$ cat config.mk
export PLATFORM = sky130hd
export DESIGN_NAME = vrf_read_pipe
export DESIGN_NICKNAME = d
export VERILOG_FILES = /design/src/rtl/vrf_read_pipe.sv
export SDC_FILE = /design/constraint.sdc
export NUM_CORES = 1
export LEC_CHECK = 0
export ABC_AREA = 1
export CELL_PAD_IN_SITES_DETAIL_PLACEMENT = 1
export CELL_PAD_IN_SITES_GLOBAL_PLACEMENT = 2
export CORE_MARGIN = 10
export CORE_UTILIZATION = 30
export CTS_CLUSTER_DIAMETER = 60
export DETAILED_ROUTE_END_ITERATION = 16
export PLACE_DENSITY_LB_ADDON = 0.1
export SLEW_MARGIN = 20
export SYNTH_ARGS = -nofsm -noshare
export SYNTH_HDL_FRONTEND = slang
export SYNTH_SLANG_ARGS = --single-unit
export TNS_END_PERCENT = 10
$ cat constraint.sdc
create_clock -name clock -period 5.5 [get_ports clock]
set_clock_uncertainty 0.15 [all_clocks]
set_input_delay 0.825 -clock clock [delete_from_list [all_inputs] [get_ports clock]]
set_output_delay 0.825 -clock clock [all_outputs]
set_load 0.02 [all_outputs]
$ cat src/rtl/vrf_read_pipe.sv
// vrf_read_pipe: credit-gated VRF read port over a fixed-latency SRAM, returning
// responses in order through a small circular queue.
module vrf_read_pipe #(
   parameter int DATA_WIDTH   = 32,
   parameter int READ_LATENCY = 2,
   parameter int DEPTH        = 4
) (
   input  logic                  clock,
   input  logic                  reset,
   output logic                  req_ready,
   input  logic                  req_valid,
   input  logic [4:0]            req_bits_vs,
   input  logic [5:0]            req_bits_offset,
   input  logic [3:0]            req_bits_readSource,
   input  logic [2:0]            req_bits_instructionIndex,
   input  logic                  flush,
   output logic                  sram_en,
   output logic [10:0]           sram_addr,
   input  logic [DATA_WIDTH-1:0] sram_rdata,
   output logic                  resp_valid,
   input  logic                  resp_ready,
   output logic [DATA_WIDTH-1:0] resp_bits_data,
   output logic [3:0]            resp_bits_readSource,
   output logic [2:0]            resp_bits_instructionIndex
);
   localparam int PW = $clog2(DEPTH);
   localparam logic [PW:0] DEPTH_C = DEPTH[PW:0];
   typedef struct packed {
      logic [DATA_WIDTH-1:0] data;
      logic [3:0]            src;
      logic [2:0]            idx;
   } entry_t;
   logic [PW:0] credit_q, credit_d, wr_q, wr_d, rd_q, rd_d;
   logic [READ_LATENCY-1:0] vld_q, vld_d;
   logic [READ_LATENCY-1:0][6:0] tag_q, tag_d;
   entry_t mem_q [DEPTH];
   entry_t head;
   logic accept, fire, push, pop, full;
   // req_ready looks only at registered credits and flush, never at resp_ready
   assign req_ready  = (credit_q < DEPTH_C) & ~flush;
   assign accept     = req_valid & req_ready;
   assign sram_en    = accept;
   assign sram_addr  = {req_bits_vs, req_bits_offset};
   assign resp_valid = wr_q != rd_q;
   assign fire       = resp_valid & resp_ready;
   assign push       = vld_q[READ_LATENCY-1] & ~flush;
   assign pop        = fire & ~flush;
   assign full       = (wr_q[PW] != rd_q[PW]) & (wr_q[PW-1:0] == rd_q[PW-1:0]);
   assign head       = mem_q[rd_q[PW-1:0]];
   assign resp_bits_data             = head.data;
   assign resp_bits_readSource       = head.src;
   assign resp_bits_instructionIndex = head.idx;
   always_comb begin
      vld_d    = '0;
      tag_d    = '0;
      vld_d[0] = accept;
      tag_d[0] = {req_bits_readSource, req_bits_instructionIndex};
      for (int i = 1; i < READ_LATENCY; i++) begin
         vld_d[i] = vld_q[i-1];
         tag_d[i] = tag_q[i-1];
      end
      if (flush) vld_d = '0;
      credit_d = flush ? '0 : credit_q + {{PW{1'b0}}, accept} - {{PW{1'b0}}, fire};
      wr_d     = flush ? '0 : wr_q + {{PW{1'b0}}, push};
      rd_d     = flush ? '0 : rd_q + {{PW{1'b0}}, pop};
   end
   always_ff @(posedge clock) begin
      if (reset) begin
         credit_q <= '0;
         vld_q    <= '0;
         wr_q     <= '0;
         rd_q     <= '0;
      end else begin
         credit_q <= credit_d;
         vld_q    <= vld_d;
         wr_q     <= wr_d;
         rd_q     <= rd_d;
      end
      tag_q <= tag_d;
      if (push) mem_q[wr_q[PW-1:0]] <= {sram_rdata, tag_q[READ_LATENCY-1]};
   end
   // credits bound the in-flight plus queued reads to DEPTH
   assert property (@(posedge clock) disable iff (reset) !(push && full));
endmodule

==> results of run 1 <==
## routing by layer
layer,part of all wire,track usage
met2,0.49,0.187
met5,0,0
met3,0.050,0.0398
met1,0.45,0.133
met4,0.0090,0.0324
## worst max-delay path: stages (launching register included)
cell,delay (ns)
dfxtp_2,0.61
inv_2,0.70
o21ai_0,0.19
o22ai_1,0.31
clkdlybuf4s50_1,0.68
## kinds of logic after synthesis
group,Yosys count,share of synthesized area
flip-flops,181,0.770
AO/OA/AOI/OAI,120,0.0964
AND/OR/NAND/NOR,109,0.0641
buffers and inverters,58,0.0518
adder cells (fa/ha/maj),7,0.0141
XOR/XNOR,3,0.00390
## report_power, final
group	switching [mW]	internal (mW)	leakage (nW)	total, mW
clock	0.558	0.738	0.311	1.30
combinational	0.0259	0.0342	0.887	0.0601
sequential	0.00403	1.50	1.61	1.50
## synthesized netlist by cell type (2+ instances only)
| cell type | number |
|---|---|
| a21oi_1 | 3 |
| buf_2 | 11 |
| buf_4 | 12 |
| buf_6 | 8 |
| clkbuf_1 | 2 |
| clkbuf_2 | 3 |
| dfxtp_1 | 25 |
| edfxtp_1 | 156 |
| ha_1 | 6 |
| inv_1 | 19 |
| nand2_1 | 12 |
| nor2_1 | 87 |
| nor3_1 | 5 |
| o21ai_0 | 73 |
| o21ai_1 | 5 |
| o22ai_1 | 39 |
| or2_2 | 3 |
| xnor2_1 | 2 |
## sequential cells by signal, indices dropped and copies added, names as in the netlist
name,cells
credit_q,3
mem_q,156
rd_q,3
tag_d,7
tag_q,7
vld_q,2
wr_q,3
## stage by stage
step / instance area (µm²) / instances / util / setup WS [ns] / power [mW]
after global routing: 8370 / 843 / 0.381 / 1.36 / 2.96
after global placement: 7730 / 811 / 0.352 / 2.05 / 1.59
after CTS: 8370 / 843 / 0.381 / 1.54 / 2.89
after floorplan: 6740 / 478 / - / 1.23 / 1.55
after detailed placement: 7730 / 811 / 0.352 / 2.01 / 1.59
final: 8370 / 843 / 0.381 / 1.60 / 2.86
## cell type report
class | instances | area share
clock buffers | 17 | 0.0509
flip-flops and latches | 181 | 0.620
clock inverters | 15 | 0.0245
inverters | 21 | 0.0100
repair buffers | 90 | 0.106
well taps | 280 | 0.0419
multi-input cells | 239 | 0.146
## final timing paths
kind / depth (start not counted) / slack, ns / startpoint / endpoint
worst max register to register: 13 / 2.33 / rd_q[0]$_SDFF_PP0_ / credit_q[2]$_SDFF_PP0_
worst min register to register: 0 / 0.18 / tag_d[8]$_DFF_P_ / tag_q[8]$_DFF_P_
worst max-delay path: 4 / 1.60 / rd_q[1]$_SDFF_PP0_ / resp_bits_data[20]
worst min-delay path: 0 / 0.18 / tag_d[8]$_DFF_P_ / tag_q[8]$_DFF_P_
==> results.toml, run 1 <==
[status]
status = "complete, no violations"

[synth]
yosysWarnings = 0
synth_top_area_share = 0.695
yosysUniqueCellTypes = 25
syn_inst = 478
async_flop_share = 0
yosysTopAreaCell = "edfxtp_1"
mappedNetlistArea_mm2 = 0.00674
synth-edff-count = 156
synth-seq-cells = 181
synth_area_per_cell_um2 = 14.1
synth_nets = 540
yosysSeqAreaShare = 0.770
synthTopCellsByArea = "edfxtp_1 70%, dfxtp_1 7.4%, o21ai_0 5.4%"
ys.flop_type = "edfxtp_1"

[timing]
period_minus_slack_ns = 3.90
hold_viol = 0
worst_pin_slew_ns = 0.915
max_freq_mhz = 256
fin_crit_sh = 0.709
slew_violations = 0
finalSetupTns_ns = 0
rsz0062_at_grt = "no"
setup-violations-final = 0
slew_headroom = 0.390
hold-worst-slack_ns = 0.180

[job]
drv_cap = 0

[placement]
gp_congestion = 0.690
dp_hpwl_um = 9260
io_buffers = 85

[global_route]
grt_usage = 0.112
grt_max_degree = 82
antenna_found_initial = 0
grt_pass1_vias = 4268
grt.overflow.total = 0
grt_pass1_wl_um = 24600

[clock_tree]
path_clk_slew_ns = 0.07
cts_tree = "yes"
cts_buffer_depth = 2
cts.sinks = 181
cts_hold_buf = 0
cts-root-buf = "clkbuf_16"
htree_levels = 4
post-cts-setup-buffers = 0
insertion_delay_ns = 0.43
cts_buffers = 17
cts_repair_resize_count = 0

[cells_and_area]
n_fill_cell = 2246
final_nets = 612
layout_common_cells = "156 x edfxtp_1, 87 x nor2_1, 85 x clkdlybuf4s50_1"
multi_input_area_mm2 = 0.00122
regArea_mm2 = 0.00519
syn_to_final_growth_pct = 24.2
diodes = 0
layout_commonest_cell = "edfxtp_1"
drive_gt1_frac = 0.0870

[floorplanning]
num_rows = 54
dieWidth_um = 170
core_area_mm2 = 0.0220
die-area_mm2 = 0.0288
start_util = 0.307
ios = 108
die_y_um = 170

[worst_setup_path]
cp-end-kind = "output pin"
worst_setup_path_start_kind = "flip-flop"
critPathKind = "flip-flop to output pin"
critPathRequiredTime_ns = 4.53
crit_arrival_ns = 2.93
path_max_fanout = 42

[routing]
drt_first_pass_iters = 4
wl_um = 15900
vias_per_cell = 4.71
first_iter_violations = 184
drc = 0
avgRoutedWirePerCell_um = 18.9
vias = 3970
ant_nets = 0

[pwr]
irDropWorstVdd_mv = 0.163
power_leakage_nw = 2.81
powerDensity_mw_per_mm2 = 341

[worst_hold_path]
hold_class = "flip-flop to flip-flop"
No activity file was read; power rests on OpenSTA's default activity.
==> inputs of run 2 (changes only) <==
- clock period: 5.5 -> 3.7 ns (I/O delays scaled with it)
==> run 2 against run 1 <==
Against the previous run:
- via count up 1.2%
- die area unchanged
- largest cell class unchanged
- first-iteration DRC count shrank 8.2%
- design area rose by 0.40%
==> results.toml, run 2 (synthesis results as in run 1) <==
[worst_setup_path]
reg2reg_depth = 13
cp-end-kind = "output pin"
critPathKind = "flip-flop to output pin"
critPathRequiredTime_ns = 2.99
path_max_fanout = 37
worst_setup_path_start_kind = "flip-flop"
crit_arrival_ns = 2.54

[placement]
placedCellCount = 819
dpl_cell_area_mm2 = 0.00779
io_buffers = 85
place_worst_setup_slack_ns = 0.776
dp_hpwl_um = 9820
gp_congestion = 0.678

[timing]
hold_viol = 0
rsz0062_at_grt = "no"
fin_crit_sh = 0.877
slew_headroom = 0.604
worst_pin_slew_ns = 0.594
period_minus_slack_ns = 3.24
hold-worst-slack_ns = 0.175
slew_violations = 0
max_freq_mhz = 308
finalSetupTns_ns = 0
worst_slack_ns = 0.457
setup-violations-final = 0

[clock_tree]
insertion_delay_ns = 0.42
cts_tree = "yes"
cts_buffers = 17
cts_buffer_depth = 2
post-cts-setup-buffers = 0
cts_repair_resize_count = 0
cts_hold_buf = 0
cts-root-buf = "clkbuf_16"
cts.sinks = 181
htree_levels = 4
path_clk_slew_ns = 0.06

[job]
drv_cap = 0

[worst_hold_path]
hold_class = "flip-flop to flip-flop"
holdPathStages = 0

[routing]
wl_um = 16300
first_iter_violations = 169
avgRoutedWirePerCell_um = 19.1
drc = 0
drt_first_pass_iters = 4
vias = 4016
ant_nets = 0
vias_per_cell = 4.72

[cells_and_area]
instances_no_fill = 851
syn_to_final_growth_pct = 24.7
largest_register_ffs = 156
layout_common_cells = "156 x edfxtp_1, 87 x nor2_1, 85 x clkdlybuf4s50_1"
final_nets = 620
n_fill_cell = 2286
layout_commonest_cell = "edfxtp_1"
drive_gt1_frac = 0.0946
diodes = 0
design_area_mm2 = 0.00840

[floorplanning]
core_area_mm2 = 0.0220
num_rows = 54
die-area_mm2 = 0.0288
dieWidth_um = 170
start_util = 0.307
die_y_um = 170
ios = 108

[pwr]
irDropWorstVdd_mv = 0.264
powerDensity_mw_per_mm2 = 492
power_leakage_nw = 2.82

[global_route]
grt_usage = 0.113
grt_pass1_wl_um = 24900
antenna_found_initial = 0
grt_pass1_vias = 4450
grt.overflow.total = 0
grt_max_degree = 80

[status]
status = "complete, no violations"
run 2: cell types whose count changed in the layout (fill, tap and decap cells not counted), sizes merged:
| cell | delta |
|---|---|
| buf | +8 |
| inv | -8 |
| clkbuf | +7 |
| clkinvlp | +3 |
| bufinv | -2 |
run 2: area by class of cell:
type / instances / area [µm²] / share of cell area
inverter: 21 / 83.8 / 0.00998
sequential: 181 / 5190 / 0.618
tap: 280 / 350 / 0.0417
multi-input combinational: 239 / 1220 / 0.146
timing repair buffer: 98 / 948 / 0.113
clock buffer: 24 / 514 / 0.0612
clock inverter: 8 / 90.1 / 0.0107
run 2: through the flow:
step | power, mW | utilization
2_1_floorplan | 2.31 | -
3_3_place_gp | 2.36 | 0.355
3_5_place_dp | 2.36 | 0.355
4_1_cts | 4.18 | 0.383
5_1_grt | 4.28 | 0.383
6_report | 4.13 | 0.383
run 2: final timing paths:
kind / end / startpoint / slack, ns
worst min-delay path: tag_q[7]$_DFF_P_ / tag_d[7]$_DFF_P_ / 0.17
worst max-delay path: resp_bits_data[11] / rd_q[0]$_SDFF_PP0_ / 0.46
worst min register to register: tag_q[7]$_DFF_P_ / tag_d[7]$_DFF_P_ / 0.17
worst max register to register: credit_q[2]$_SDFF_PP0_ / rd_q[0]$_SDFF_PP0_ / 0.84
run 2: power breakdown:
group / internal (mW) / switching (mW) / leakage [nW]
registers: 2.22 / 0.00598 / 1.61
clock network: 1.05 / 0.760 / 0.285
logic: 0.0510 / 0.0377 / 0.928
run 2: per-layer routing:
metal / track usage / part of all wire / up-vias / wire (µm)
met1: 0.135 / 0.44 / 2036 / 7100
met3: 0.0377 / 0.052 / 11 / 841
met4: 0.0305 / 0.0069 / 0 / 112
met5: 0 / 0 / - / 0
met2: 0.193 / 0.50 / 80 / 8210
li1: - / - / 1889 / -
run 2: worst max-delay path, cell delays in order, from the launching register on:
cell             delay, ns
dfxtp_4               0.64
buf_4                 0.38
o21ai_0               0.14
o22ai_1               0.29
clkdlybuf4s50_1       0.67
==> inputs of run 3 (changes only) <==
- RECOVER_POWER: default -> 100
==> run 3 against run 2 <==
Against the previous run:
- the run now ends with capacitance limit, slew limit left
- sequential power barely moved
- hold slack barely moved
- non-clock buffer count did not move
- combinational power fell by 12%
- fmax fell by 1.3%
- critical path depth did not move
- global-route usage did not move
- critical path type unchanged
- largest power group unchanged
==> results.toml, run 3 (synthesis results as in run 1) <==
[timing]
finalSetupTns_ns = 0
max_freq_mhz = 304
rsz0062_at_grt = "no"
setup-violations-final = 0
fin_crit_sh = 0.888
hold-worst-slack_ns = 0.175
worst_pin_slew_ns = 1.71
period_minus_slack_ns = 3.29
slew_violations = 26
hold_viol = 0
slew_headroom = -0.138

[cells_and_area]
layout_commonest_cell = "edfxtp_1"
multi_input_area_mm2 = 0.00120
drive_gt1_frac = 0.0753
largest_register_ffs = 156
final_util = 0.380
n_fill_cell = 2290
layout_common_cells = "156 x edfxtp_1, 87 x nor2_1, 81 x dlygate4sd3_1"
regArea_mm2 = 0.00519
syn_to_final_growth_pct = 24.0
final_nets = 620

[worst_setup_path]
crit_arrival_ns = 2.58
critPathKind = "flip-flop to output pin"
cp_slowest_cell = "dlygate4sd3_1"
setup.worst_path.end = "resp_bits_data[11]"
r2r-end = "credit_q[2]$_SDFF_PP0_"
reg2reg_from = "rd_q[0]$_SDFF_PP0_"
critPathRequiredTime_ns = 2.99
worst_setup_path_start_kind = "flip-flop"
reg2reg_depth = 13
crit_cells = 4
worstPathCellList = "buf_4 > o21ai_0 > o22ai_1 > dlygate4sd3_1"
slowest_delay_ns = 0.72
cp-end-kind = "output pin"
crit_start = "rd_q[0]$_SDFF_PP0_"
ff2ff_setup_slack_ns = 0.82
critPathTopFamily = "buffers and inverters"
crit_buf_inv = 2
path_max_fanout = 37

[clock_tree]
cts_repair_resize_count = 0
insertion_delay_ns = 0.42
post-cts-setup-buffers = 0
htree_levels = 4
cts_buffers = 17
cts_tree = "yes"
path_clk_slew_ns = 0.06
cts.sinks = 181
cts-root-buf = "clkbuf_16"
cts_buffer_depth = 2
cts_hold_buf = 0

[placement]
io_buffers = 85
gp_congestion = 0.678
dp_hpwl_um = 9820

[routing]
vias = 4009
drc = 0
avgRoutedWirePerCell_um = 19.1
ant_nets = 0
wl_um = 16300
first_iter_violations = 145
vias_per_cell = 4.71
drt_first_pass_iters = 4

[floorplanning]
num_rows = 54
die_y_um = 170
dieWidth_um = 170
die-area_mm2 = 0.0288
ios = 108
core_area_mm2 = 0.0220
start_util = 0.307

[pwr]
finalPower_mw = 4.12
power_leakage_nw = 2.81
irDropWorstVdd_mv = 0.264
powerDensity_mw_per_mm2 = 493

[global_route]
grt_max_degree = 80
grt_pass1_vias = 4450
antenna_found_initial = 1
grt_usage = 0.113
grt.overflow.total = 0
grt_pass1_wl_um = 24900

[status]
status = "finished with violations"
violations = "capacitance limit, slew limit"

[job]
drv_cap = 1

[worst_hold_path]
hold_class = "flip-flop to flip-flop"
==> run 3: worst min-delay path by stage <==
stage / startpoint / end / slack (ns) / cells past startpoint
2_1_floorplan: tag_d[10]$_DFF_P_ / tag_q[10]$_DFF_P_ / 0.16 / 0
3_5_place_dp: tag_d[7]$_DFF_P_ / tag_q[7]$_DFF_P_ / 0.16 / 0
4_1_cts: tag_d[7]$_DFF_P_ / tag_q[7]$_DFF_P_ / 0.18 / 0
6_report: tag_d[7]$_DFF_P_ / tag_q[7]$_DFF_P_ / 0.17 / 0
3_3_place_gp: tag_d[11]$_DFF_P_ / tag_q[11]$_DFF_P_ / 0.16 / 0
5_1_grt: tag_d[7]$_DFF_P_ / tag_q[7]$_DFF_P_ / 0.18 / 0
==> run 3: where the power goes <==
part           total (mW)  internal [mW]  switching [mW]
Sequential           2.23           2.22         0.00595
Clock                1.81           1.05           0.757
Combinational      0.0781         0.0407          0.0375
==> run 3: layout make-up <==
cell class                      count  share of cell area
Antenna cell                        1            0.000300
Clock buffer                       24              0.0616
Clock inverter                      8              0.0108
Inverter                           21              0.0100
Multi-Input combinational cell    239               0.143
Sequential cell                   181               0.622
Tap cell                          280              0.0420
Timing Repair Buffer               98               0.110
==> run 3: per-stage QoR <==
stage | instance area [µm²] | setup WS, ns | instances
6_report | 8350 | 0.413 | 852
5_1_grt | 8350 | 0.262 | 852
4_1_cts | 8400 | 0.404 | 851
2_1_floorplan | 6740 | -0.299 | 478
3_5_place_dp | 7790 | 0.776 | 819
3_3_place_gp | 7790 | 0.846 | 819
==> run 3: per-layer routing <==
layer / routed length (µm) / global-route usage / vias to the layer above
li1: - / - / 1891
met1: 7050 / 0.135 / 2027
met2: 8200 / 0.193 / 80
met3: 887 / 0.0377 / 11
met4: 112 / 0.0305 / 0
met5: 0 / 0 / -
